$ cat config.mk
export PLATFORM = sky130hd
export DESIGN_NAME = instruction_fetch_queue
export DESIGN_NICKNAME = d
export VERILOG_FILES = /design/src/rtl/instruction_fetch_queue.sv
export SDC_FILE = /design/constraint.sdc
export NUM_CORES = 1
export LEC_CHECK = 0
export CAP_MARGIN = 20
export CORE_ASPECT_RATIO = 1.5
export CORE_MARGIN = 4
export CORE_UTILIZATION = 50
export DETAILED_ROUTE_END_ITERATION = 6
export PLACE_DENSITY = 0.76
export SYNTH_ARGS = -nofsm -noshare
export SYNTH_HDL_FRONTEND = slang
export SYNTH_SLANG_ARGS = --single-unit
$ cat constraint.sdc
create_clock -name clk -period 4.5 [get_ports clk]
set_clock_uncertainty 0.05 [all_clocks]
set_input_delay 0.45 -clock clk [delete_from_list [all_inputs] [get_ports clk]]
set_output_delay 0.45 -clock clk [all_outputs]
set_load 0.05 [all_outputs]
$ cat src/rtl/instruction_fetch_queue.sv
// Fetch front-end: owns the fetch PC and prefetches ROM words into a small
// circular queue of {instruction, pc+4} so decode can stall without losing fetched words.
module instruction_fetch_queue #(
    parameter int unsigned  DEPTH    = 4,
    parameter logic [31:0]  RESET_PC = 32'h0040_0000,
    localparam int unsigned PTR_W    = $clog2(DEPTH)
) (
    input  logic             clk,
    input  logic             reset,
    output logic [31:0]      rom_address_o,
    input  logic [31:0]      rom_instruction_i,
    input  logic             stall_i,
    input  logic             redirect_i,
    input  logic [31:0]      redirect_pc_i,
    output logic             instr_valid_o,
    output logic [31:0]      instr_o,
    output logic [31:0]      pc_plus_4_o,
    output logic [PTR_W:0]   count_o,
    output logic             misaligned_o
);

    localparam logic [PTR_W:0]   FULL_COUNT = (PTR_W + 1)'(DEPTH);
    localparam logic [PTR_W:0]   COUNT_ONE  = (PTR_W + 1)'(1);
    localparam logic [PTR_W-1:0] PTR_ONE    = PTR_W'(1);

    logic [31:0]      fetch_pc_r;
    logic [31:0]      fetch_pc_next;
    logic [31:0]      instr_mem [DEPTH];
    logic [31:0]      pc4_mem   [DEPTH];
    logic [PTR_W-1:0] wr_ptr_r;
    logic [PTR_W-1:0] rd_ptr_r;
    logic [PTR_W:0]   count_r;
    logic             misaligned_r;

    logic head_valid;
    logic full;
    logic pop;
    logic push;

    // Handshake toward decode: a head word is consumed on any cycle where
    // instr_valid_o=1 and stall_i=0 (no redirect); stall_i holds the head.
    // Pushing into a full queue is allowed only when the head leaves that cycle.
    always_comb begin
        head_valid    = (count_r != '0);
        full          = (count_r == FULL_COUNT);
        pop           = head_valid & ~stall_i & ~redirect_i;
        push          = ~redirect_i & (~full | pop);
        fetch_pc_next = fetch_pc_r + 32'd4;
    end

    assign rom_address_o = fetch_pc_r;
    assign instr_valid_o = head_valid;
    assign instr_o       = head_valid ? instr_mem[rd_ptr_r] : 32'h0;
    assign pc_plus_4_o   = head_valid ? pc4_mem[rd_ptr_r]   : 32'h0;
    assign count_o       = count_r;
    assign misaligned_o  = misaligned_r;

    // Storage carries no reset; validity is tracked by count_r alone.
    always_ff @(posedge clk) begin
        if (!reset && push) begin
            instr_mem[wr_ptr_r] <= rom_instruction_i;
            pc4_mem[wr_ptr_r]   <= fetch_pc_next;
        end
    end

    always_ff @(posedge clk) begin
        if (reset) begin
            fetch_pc_r   <= RESET_PC;
            wr_ptr_r     <= '0;
            rd_ptr_r     <= '0;
            count_r      <= '0;
            misaligned_r <= 1'b0;
        end else if (redirect_i) begin
            fetch_pc_r   <= {redirect_pc_i[31:2], 2'b00};
            wr_ptr_r     <= '0;
            rd_ptr_r     <= '0;
            count_r      <= '0;
            misaligned_r <= |redirect_pc_i[1:0];
        end else begin
            misaligned_r <= 1'b0;
            if (push) begin
                wr_ptr_r   <= wr_ptr_r + PTR_ONE;
                fetch_pc_r <= fetch_pc_next;
            end
            if (pop) begin
                rd_ptr_r <= rd_ptr_r + PTR_ONE;
            end
            case ({push, pop})
                2'b10:   count_r <= count_r + COUNT_ONE;
                2'b01:   count_r <= count_r - COUNT_ONE;
                default: count_r <= count_r;
            endcase
        end
    end

endmodule

Word level (Yosys, flattened, before mapping)
Memory sizes are Yosys's and may differ from the RTL's. A register that Yosys moved wholly into a read port is not among the register bits. Cells that the tools add are included.

Output and inout bits: 101. ROM bits: 0. Bits in latches: 0. Memories: 2. RAM bits: 256. Flip-flop bits (word level): 40.

Memory list: instr_mem (depth 4, bits a word 32, read ports 1, clocked after Yosys merged registers in 1, write ports 1, line 28) `logic [31:0] instr_mem [DEPTH];`; pc4_mem (depth 4, bits a word 32, read ports 1, clocked after Yosys merged registers in 1, write ports 1, line 29) `logic [31:0] pc4_mem [DEPTH];`.

$add $sub $neg: 5. Bitwise operators: 7. Mux-type cells: 11. $lt $le $gt $ge: 0. Divide/modulo/power cells: 0. Multipliers: 0. Reduce and logical (&&, ||, !) cells: 8. Eq/ne operators: 3. Shift-type cells: 0.

Operator list (count): 32-bit 2-to-1 mux (4); 32-bit by 3-bit adder with 32-bit output (second input constant) (1); 2-bit 2-to-1 mux (4); 3-bit one-hot mux with 2 select lines (1); 2-bit OR reduction (3); 2-bit by 1-bit adder with 2-bit output (second input constant) (2); 2-bit nonzero test (2); 3-bit by 1-bit adder with 3-bit output (second input constant) (1); 1-bit AND (3); 3-bit equality test (second input constant) (1); 1-bit NOT (3); 3-bit nonzero test (1); 3-bit by 1-bit subtractor with 3-bit output (second input constant) (1); 2-bit by 1-bit equality test with 1-bit output (second input constant) (1); 2-bit equality test (second input constant) (1); 1-bit 2-to-1 mux (2); 1-bit logical AND (1); 1-bit zero test (1); 1-bit OR (1).

Logic depth before layout (Yosys ltp)
Gate-level depths: netlist of the first run.

Word-level depth: 8. Mapped depth: 7. Depth with buffers taken out: 6.

Worst setup path before layout of the first run
Ideal clock, no wire load.

Path kind: reg-to-reg. From: reg count_r[0] (netlist: count_o[0]). To: mem instr_mem[0][0], enable pin. Required time: 4023 ps. Stages on the path, launching flop included: 6. Data arrival time: 3090 ps. Path buffers: 1. Setup slack: 934 ps. Cells stage by stage: dfxtp_1 inv_1 ha_1 o211ai_1 clkbuf_1 and3_1.

Longest elaborated chain between the ends: 8. Elaborated cells between the ends (all ways): 10. Classes of those cells: 1 x eq/ne; 2 x mux; 5 x bitwise; 2 x reduce/logical.

Ends and longest elaborated chain: from (decl) (line 32) `logic [PTR_W:0] count_r;`; from (signal assigned) (line 89) `2'b10: count_r <= count_r + COUNT_ONE;`; from (signal assigned) (line 90) `2'b01: count_r <= count_r - COUNT_ONE;`; from (signal assigned) (line 91) `default: count_r <= count_r;`; 3-bit nonzero test (line 44) `head_valid = (count_r != '0);`; 1-bit AND (2 in a row) (line 46) `pop = head_valid & ~stall_i & ~redirect_i;`; 1-bit OR (*) (line 47) `push = ~redirect_i & (~full | pop);`; 1-bit AND (*) (line 47); 1-bit logical AND (*) (line 60) `if (!reset && push) begin`; 1-bit 2-to-1 mux (*) (line 60); 1-bit 2-to-1 mux (implied by the code) (*) (line 61) `instr_mem[wr_ptr_r] <= rom_instruction_i;`; to (decl) (line 28).

Every way passes the cells marked *; elsewhere a longest branch is shown, timed or not.

Worst setup path after layout of the first run
From: reg count_r[0] (netlist: count_o[0]). To: out pc_plus_4_o[9].

Longest elaborated chain between the ends: 2.

Ends and longest elaborated chain: 3-bit nonzero test (line 44); 32-bit 2-to-1 mux (line 54) `assign pc_plus_4_o = head_valid ? pc4_mem[rd_ptr_r] : 32'h0;`; to (decl) (line 17) `output logic [31:0] pc_plus_4_o,`.

No other way between the ends.

==> results of run 1 <==
## layout make-up
class                      instances  area share (%)
clock inverter                    17            1.61
timing repair buffer             184            12.4
tap                              319            2.65
clock buffer                      31            4.58
sequential                       288            54.8
inverter                          14           0.349
multi-input combinational        399            23.6
## stage by stage
stage | instance area (µm²) | power, W | instances
after floorplan | 12100 | 0.00351 | 751
after global placement | 14100 | 0.00377 | 1204
after CTS | 15100 | 0.00616 | 1252
final | 15100 | 0.00609 | 1252
after detailed placement | 14100 | 0.00378 | 1204
after global routing | 15100 | 0.00630 | 1252
## state kept, by name, summed over array words and instances, names as in the netlist, named ones only
register and flops:
instr_mem 128, pc4_mem 120, rom_address_o 30, count_o 3, rd_ptr_r 2, wr_ptr_r 2, misaligned_o 1
## final timing paths
| check | startpoint | to | slack (ns) | cells after the start |
|---|---|---|---|---|
| worst max-delay path | count_o[0] | pc_plus_4_o[9] | 0.87 | 6 |
| worst min-delay path | redirect_pc_i[6] | rom_address_o[6] | 0.42 | 3 |
| worst max register to register | rom_address_o[3] | pc4_mem[1][20] | 1.96 | 6 |
| worst min register to register | wr_ptr_r[1] | wr_ptr_r[1] | 0.46 | 2 |
## worst max-delay path: cells and delay by family (launching register included)
family | cells | cell delay [ns]
buffers and inverters | 3 | 1.47
and+or+nand+nor | 2 | 0.45
DFF | 1 | 0.36
adders and majority gates | 1 | 0.27
## Yosys cell counts, drive strengths merged, types with 11 or more instances
cell type and n:
clkbuf 30, and3 11, dfxtp 40, nor2 34, nor3 17, xor2 16
nand2 28, edfxtp 248, and2 62, xnor2 22, o21ai 11, nand3 16
inv 14, nor4 12, nand4 13, a311oi 15, mux4 62, buf 19
## placed cells by master (no fill, tap or decap), types with 7 or more instances in the layout
| master | instances |
|---|---|
| and2_1 | 62 |
| a311oi_1 | 15 |
| ha_1 | 7 |
| o21ai_0 | 11 |
| a211oi_1 | 9 |
| clkdlybuf4s50_1 | 164 |
| xnor2_1 | 22 |
| nor3_1 | 17 |
| nand2_1 | 28 |
| inv_1 | 13 |
| buf_4 | 14 |
| nor2_1 | 34 |
| nand3_1 | 16 |
| nand4_1 | 12 |
| clkbuf_16 | 27 |
| edfxtp_1 | 248 |
| xor2_1 | 16 |
| dfxtp_1 | 38 |
| mux4_2 | 62 |
| nor4_1 | 12 |
## cell families (layout without fill, tap and decap cells)
group	after synthesis	count (layout)	share of synthesized area, %
AND/OR/NAND/NOR	225	225	10.4
flip-flops	288	288	68.0
multiplexers	63	63	11.6
other	1	4	0.0309
AO/OA/AOI/OAI	62	62	3.76
buffers and inverters	64	246	2.70
XOR/XNOR	38	38	2.75
adder cells (fa/ha/maj)	7	7	0.723
## where the power goes
part           internal, W  switching [W]  total, W
Combinational     0.000263       0.000421  0.000684
Clock              0.00144       0.000936   0.00238
Sequential         0.00297      0.0000552   0.00303
Total              0.00468        0.00141   0.00609
## layer usage
metal / share of wire (%) / vias to the layer above / GRT usage (%) / wire length (µm)
met5: 0 / - / 0 / 0
met4: 2.6 / 0 / 5.72 / 660
met3: 4.7 / 47 / 2.38 / 1190
met2: 52 / 226 / 33.0 / 13100
met1: 41 / 3475 / 24.7 / 10300
li1: - / 3252 / - / -
==> run_results.csv, run 1 <==
group,metric,value,unit
synth,ys_async_sr_fraction,0,%
worst_hold_path,hold_class,"input port to flop",
sta,slew_violations,0,
synth,synth_area_per_cell,16.2,µm²
sta,fin_crit_sh,80.7,%
clock_tree,path_clk_slew,0.07,ns
clock_tree,cts-root-buf,"clkbuf_16",
final_layout,fill_cells,1758,
routing,ant_nets,0,
placed_design,routabilityCongestion,0.852,
sta,slew_headroom,47.9,%
synth,synth-seq-cells,288,
synth,syn_area,12100,µm²
clock_tree,clock_latency,0.53,ns
global_route,grt_usage,18.8,%
placed_design,dp_hpwl,16700,µm
clock_tree,hold_buffers,0,
sta,worst_slew_pin_slew,0.781,ns
pwr,ir_drop,0.263,mV
synth,ys_seq_area_share,68.0,%
clock_tree,numCtsBuffers,27,
routing,viasPerCell,5.59,
floorplan,initial_core_util,50.9,%
final_layout,area_delta_synth_final,24.3,%
synth,synth_edf_count,248,
floorplan,chipWidth,135,µm
final_layout,nNetsFinal,989,
synth,synth-main-ff-cell,"edfxtp_1",
pwr,power.density,404,nW/µm²
routing,first_pass_iters,4,
critical_path,worst_setup_path_end_kind,"primary output",
clock_tree,post_cts_buffers,0,
final_layout,drive_above_1_share,15.1,%
synth,synth.top_cell.area_share,61.4,%
run_status,status,"completed",
clock_tree,numClockSinks,288,
clock_tree,cts_tree,"built",
final_layout,diodes,0,
sta,finalSetupViolCount,0,
critical_path,path_class,"flop to primary output",
synth,synth_cell_types,58,
sta,post-route-min-period,3.63,ns
final_layout,regArea,8250,µm²
run,drv_cap,0,
synth,synth_area_leaders,"edfxtp_1 (61%), mux4_2 (12%), dfxtp_1 (6.6%)",
critical_path,path_max_fanout,63,
global_route,antenna_found_initial,0,
clock_tree,clockBufferDepth,3,
pwr,p_leak,4.86,nW
synth,yosys_warnings,0,
placed_design,numPortBuffers,164,
sta,setup-tns-final,0,ns
synth,netlist_instances,748,
clock_tree,htreeDepth,1,
sta,final-hold-violation-count,0,
critical_path,cp_slowest_stage_delay,0.82,ns
sta,hold_ws,0.417,ns
final_layout,final_util,63.2,%
floorplan,die_area,26800,µm²
global_route,grt_pass1_vias,7185,
routing,drc,0,
global_route,grt_pass1_wl,39800,µm
sta,rsz0062_at_grt,"no",
sta,fmax,0.276,GHz
global_route,grt_max_degree,64,
global_route,grt-ovfl-total,0,
floorplan,row_count,69,
routing,drt_iter0_markers,357,
synth,yosys.area.top_type,"edfxtp_1",
critical_path,start_kind,"flop",
critical_path,cp.arrival,3.13,ns
floorplan,die_y,199,µm
final_layout,multi_input_area,3560,µm²
routing,vias,7000,
critical_path,worstPathRequired,4.00,ns
floorplan,core_area,23800,µm²
routing,wl_per_cell,20.1,µm
floorplan,pin_count,169,
placed_design,place_ws,1.34,ns
sta,fin_ws,0.870,ns
critical_path,path_cells,"inv_1 > ha_1 > nor2b_1 > inv_2 > and2_1 > clkdlybuf4s50_1",
critical_path,critPathSlowestCell,"clkdlybuf4s50_1",
routing,wl,25200,µm
clock_tree,ctsResizeCount,0,
No activity file was read; power rests on OpenSTA's default activity.
==> inputs of run 2 (changes only) <==
clock period = 3.5 ns   (was 4.5 ns; I/O delays follow)
==> run 2 against run 1 <==
Combinational power rose by 28%. Non-clock buffer count rose by 1. Worst setup slack got worse by 0.53 ns. Count of clock-buffer cells in the layout grew 1. First-iteration DRC count rose by 31%. Register-to-register slack got worse by 0.94 ns. Highest routed layer unchanged. Routed wire length is 0.56% higher. Clock power is 23% higher. Final cell count about the same. Sequential power increased by 28%. Via count up 0.63%. Flip-flop and latch count unchanged.
==> run_results.csv, run 2 (same netlist as run 1, synthesis figures left out) <==
group,metric,value,unit
run_status,status,"completed",
sta,final-hold-violation-count,0,
critical_path,worstPathRequired,3.10,ns
final_layout,regArea,8250,µm²
clock_tree,ctsResizeCount,0,
clock_tree,post_cts_buffers,0,
floorplan,chipWidth,135,µm
final_layout,area_delta_synth_final,23.1,%
clock_tree,cts_tree,"built",
run,drv_cap,0,
clock_tree,numClockSinks,288,
critical_path,cp.arrival,2.76,ns
final_layout,final_common_cell,"edfxtp_1",
pwr,p_leak,4.93,nW
clock_tree,clockBufferDepth,3,
routing,first_pass_iters,4,
global_route,grt-ovfl-total,0,
global_route,grt_pass1_wl,40100,µm
floorplan,row_count,69,
final_layout,fill_cells,1778,
placed_design,dp_hpwl,16500,µm
sta,setup-tns-final,0,ns
pwr,power.density,515,nW/µm²
sta,slew_headroom,46.6,%
final_layout,design_area,14900,µm²
clock_tree,cts-root-buf,"clkbuf_16",
placed_design,routabilityCongestion,0.854,
routing,drc,0,
sta,fin_crit_sh,90.4,%
floorplan,core_area,23800,µm²
global_route,antenna_found_initial,0,
final_layout,final_util,62.6,%
sta,hold_ws,0.352,ns
routing,drt_iter0_markers,467,
final_layout,drive_above_1_share,20.6,%
worst_hold_path,min_path_cells,3,
clock_tree,hold_buffers,0,
routing,vias,7044,
floorplan,die_y,199,µm
worst_hold_path,min_from,"redirect_pc_i[0]",
global_route,grt_pass1_vias,7275,
sta,finalSetupViolCount,0,
floorplan,initial_core_util,50.9,%
sta,worst_slew_pin_slew,0.800,ns
final_layout,final_cell_mix,"edfxtp_1 (248), clkdlybuf4s50_1 (113), buf_4 (65)",
placed_design,numPortBuffers,164,
worst_hold_path,hold_class,"input port to flop",
sta,fmax,0.316,GHz
sta,slew_violations,0,
final_layout,regMostFlops,"instr_mem",
critical_path,path_class,"flop to primary output",
routing,viasPerCell,5.62,
critical_path,worstSetupStartpoint,"count_o[0]",
pwr,ir_drop,0.306,mV
final_layout,nNetsFinal,989,
placed_design,place_ws,0.873,ns
critical_path,rrSetupSlack,1.02,ns
clock_tree,numCtsBuffers,26,
clock_tree,clock_latency,0.52,ns
sta,rsz0062_at_grt,"no",
final_layout,multi_input_area,3560,µm²
global_route,grt_max_degree,63,
critical_path,reg2reg_depth,6,
global_route,grt_usage,19.1,%
critical_path,worstReg2RegEnd,"pc4_mem[0][24]",
final_layout,diodes,0,
critical_path,start_kind,"flop",
placed_design,post_dp_cell_area,14000,µm²
worst_hold_path,hold_end,"misaligned_o",
sta,fin_ws,0.337,ns
final_layout,largest_register_ffs,128,
routing,wl,25300,µm
routing,ant_nets,0,
routing,wl_per_cell,20.2,µm
critical_path,worst_setup_path_end_kind,"primary output",
floorplan,pin_count,169,
clock_tree,htreeDepth,1,
clock_tree,path_clk_slew,0.07,ns
floorplan,die_area,26800,µm²
critical_path,worstReg2RegStart,"rom_address_o[2]",
sta,post-route-min-period,3.16,ns
critical_path,path_max_fanout,18,
==> run 2: how the worst max path moves through the flow <==
stage | slack (ns) | cells after the start | endpoint
6_report | 0.34 | 7 | instr_o[31]
5_1_grt | 0.12 | 7 | instr_o[31]
4_1_cts | 0.30 | 7 | instr_o[31]
3_5_place_dp | 0.87 | 5 | instr_mem[0][28]
3_3_place_gp | 0.88 | 5 | instr_mem[0][22]
2_1_floorplan | 0.60 | 6 | pc_plus_4_o[22]
==> run 2: stage by stage <==
stage | total power (W) | instances
floorplan | 0.00451 | 751
global placement | 0.00484 | 1205
detailed placement | 0.00485 | 1205
CTS | 0.00777 | 1253
global route | 0.00797 | 1253
finish | 0.00769 | 1253
==> run 2: power by group <==
group / internal, W / switching, W / total, W / leakage (nW)
Combinational: 0.000325 / 0.000549 / 0.000875 / 1.91
Clock: 0.00173 / 0.00119 / 0.00292 / 0.432
Sequential: 0.00382 / 0.0000720 / 0.00389 / 2.60
Total: 0.00588 / 0.00181 / 0.00769 / 4.93
==> run 2: final cells by class <==
| type | instances | share of cell area, % |
|---|---|---|
| clock inverter | 16 | 1.27 |
| multi-input combinational | 399 | 23.9 |
| sequential | 288 | 55.3 |
| clock buffer | 32 | 4.72 |
| tap | 319 | 2.68 |
| timing repair buffer | 185 | 11.8 |
| inverter | 14 | 0.352 |
==> run 2: critical path: stages, from the launching register on <==
cell and delay (ns):
dfxtp_1 0.32, inv_1 0.09, ha_1 0.27, nor2b_1 0.35
clkinv_1 0.12, buf_4 0.23, and2_1 0.17, clkdlybuf4s50_1 0.70
==> run 2: routing by layer <==
metal	routed length, µm	track usage (%)
met1	10200	24.8
met2	13300	33.9
met3	1310	2.76
met4	524	4.78
met5	0	0
==> inputs of run 3 (changes only) <==
SLEW_MARGIN = 20   (was default)
clock period = 4.02 ns   (was 3.5 ns; I/O delays follow)
==> run 3 against run 2 <==
Sequential power fell by 13%. Via count fell by 0.97%. First-iteration DRC count is the same. Sequential share of layout area shrank 0.12 points. Worst setup slack gained 0.21 ns. Global-route usage shrank 0.40 points. Hold slack improved by 0.051 ns. Combinational power down 12%. Core utilization increased by 0.14 points. Final cell count shrank 0.40%. Routed wire length decreased by 2.2%. Critical endpoint is now pc_plus_4_o[2]. Largest power group unchanged. Highest routed layer unchanged.
==> run_results.csv, run 3 (same netlist as run 1, synthesis figures left out) <==
group,metric,value,unit
clock_tree,cts_tree,"built",
critical_path,cp_slowest_stage_delay,0.82,ns
critical_path,cp.arrival,3.02,ns
global_route,grt_usage,18.7,%
clock_tree,clock_latency,0.51,ns
routing,vias,6976,
routing,wl_per_cell,19.8,µm
global_route,grt_pass1_wl,39700,µm
run,drv_cap,0,
routing,drt_iter0_markers,467,
sta,slew_headroom,48.2,%
floorplan,chipWidth,135,µm
global_route,grt.met1_usage,24.5,%
final_layout,area_delta_synth_final,23.4,%
pwr,p_leak,4.80,nW
placed_design,numPortBuffers,164,
global_route,grt-ovfl-total,0,
critical_path,start_kind,"flop",
worst_hold_path,min_from,"redirect_pc_i[0]",
critical_path,worst_setup_path_end_kind,"primary output",
placed_design,dp_hpwl,16600,µm
critical_path,path_class,"flop to primary output",
final_layout,regMostFlops,"instr_mem",
sta,setup-tns-final,0,ns
final_layout,final_util,62.8,%
critical_path,path_max_fanout,63,
global_route,gr-usage-met2,33.3,%
floorplan,die_y,199,µm
clock_tree,ctsResizeCount,0,
clock_tree,clockBufferDepth,3,
sta,final-hold-violation-count,0,
critical_path,worstSetupStartpoint,"count_o[1]",
sta,post-route-min-period,3.47,ns
sta,worst_slew_pin_slew,0.776,ns
floorplan,initial_core_util,50.9,%
critical_path,worstReg2RegStart,"count_o[1]",
routing,ant_nets,0,
routing,viasPerCell,5.59,
clock_tree,htreeDepth,1,
sta,fmax,0.288,GHz
sta,fin_crit_sh,86.4,%
clock_tree,path_clk_slew,0.07,ns
final_layout,final_cell_mix,"edfxtp_1 (248), clkdlybuf4s50_1 (164), mux4_2 (62), and2_1 (62), dfxtp_1 (38)",
clock_tree,numCtsBuffers,25,
global_route,antenna_found_initial,0,
floorplan,row_count,69,
critical_path,critPathSlowestCell,"clkdlybuf4s50_1",
routing,first_pass_iters,5,
final_layout,diodes,0,
sta,finalSetupViolCount,0,
pwr,ir_drop,0.340,mV
clock_tree,post_cts_buffers,0,
final_layout,final_common_cell,"edfxtp_1",
sta,slew_violations,0,
sta,rsz0062_at_grt,"no",
worst_hold_path,hold_class,"input port to flop",
global_route,busiest_layer,"met2",
clock_tree,numClockSinks,288,
clock_tree,cts-root-buf,"clkbuf_16",
placed_design,routabilityCongestion,0.858,
critical_path,path_cells,"inv_1 > ha_1 > nor2b_1 > inv_2 > and2_1 > clkdlybuf4s50_1",
global_route,grt_pass1_vias,7274,
critical_path,worstPathRequired,3.57,ns
global_route,grt_max_degree,64,
pwr,power.density,438,nW/µm²
floorplan,core_area,23800,µm²
final_layout,nNetsFinal,988,
routing,wl,24800,µm
floorplan,die_area,26800,µm²
clock_tree,hold_buffers,0,
run_status,status,"completed",
final_layout,drive_above_1_share,14.6,%
floorplan,pin_count,169,
routing,drc,0,
global_route,grt_use_met3,2.73,%
final_layout,largest_register_ffs,128,
-- run 3: metrics by stage --
step	cell area, µm²	setup WS, ns	power (W)	cells	hold WS (ns)
6_report	15000	0.545	0.00654	1248	0.403
5_1_grt	15000	0.281	0.00678	1248	0.388
2_1_floorplan	12100	0.454	0.00393	751	0.415
3_5_place_dp	14100	1.03	0.00422	1205	0.437
4_1_cts	15000	0.479	0.00660	1248	0.388
3_3_place_gp	14100	1.13	0.00421	1205	0.428
-- run 3: power by group --
part	switching, W	internal [W]	leakage (nW)
clock network	0.000998	0.00139	0.392
registers	0.0000580	0.00333	2.60
logic	0.000473	0.000293	1.81
total	0.00153	0.00501	4.80
-- run 3: area by class of cell --
type                            instances  area (µm²)
Fill cell                            1750        8870
Inverter                               14        52.6
Sequential cell                       288        8250
Clock inverter                         15         175
Timing Repair Buffer                  185        1870
Clock buffer                           28         637
Multi-Input combinational cell        399        3560
Tap cell                              319         399
-- run 3: path summary, 6_finish.rpt --
path	to	slack, ns	cells past startpoint
min	misaligned_o	0.40	3
max	pc_plus_4_o[2]	0.55	6
max reg2reg	rom_address_o[25]	1.50	6
min reg2reg	count_o[1]	0.45	2
-- run 3: layer usage --
| metal | part of all wire (%) | up-vias | wire, µm |
|---|---|---|---|
| li1 | - | 3260 | - |
| met1 | 41 | 3487 | 10100 |
| met2 | 53 | 199 | 13100 |
| met3 | 4.7 | 30 | 1160 |
| met4 | 1.6 | 0 | 395 |
| met5 | 0 | - | 0 |
-- run 3: critical path: cells and delay by family, from the launching register on --
family	cells	cell delay, ns
buffers and inverters	3	1.42
and+or+nand+nor	2	0.44
adders and majority gates	1	0.22
DFF	1	0.38
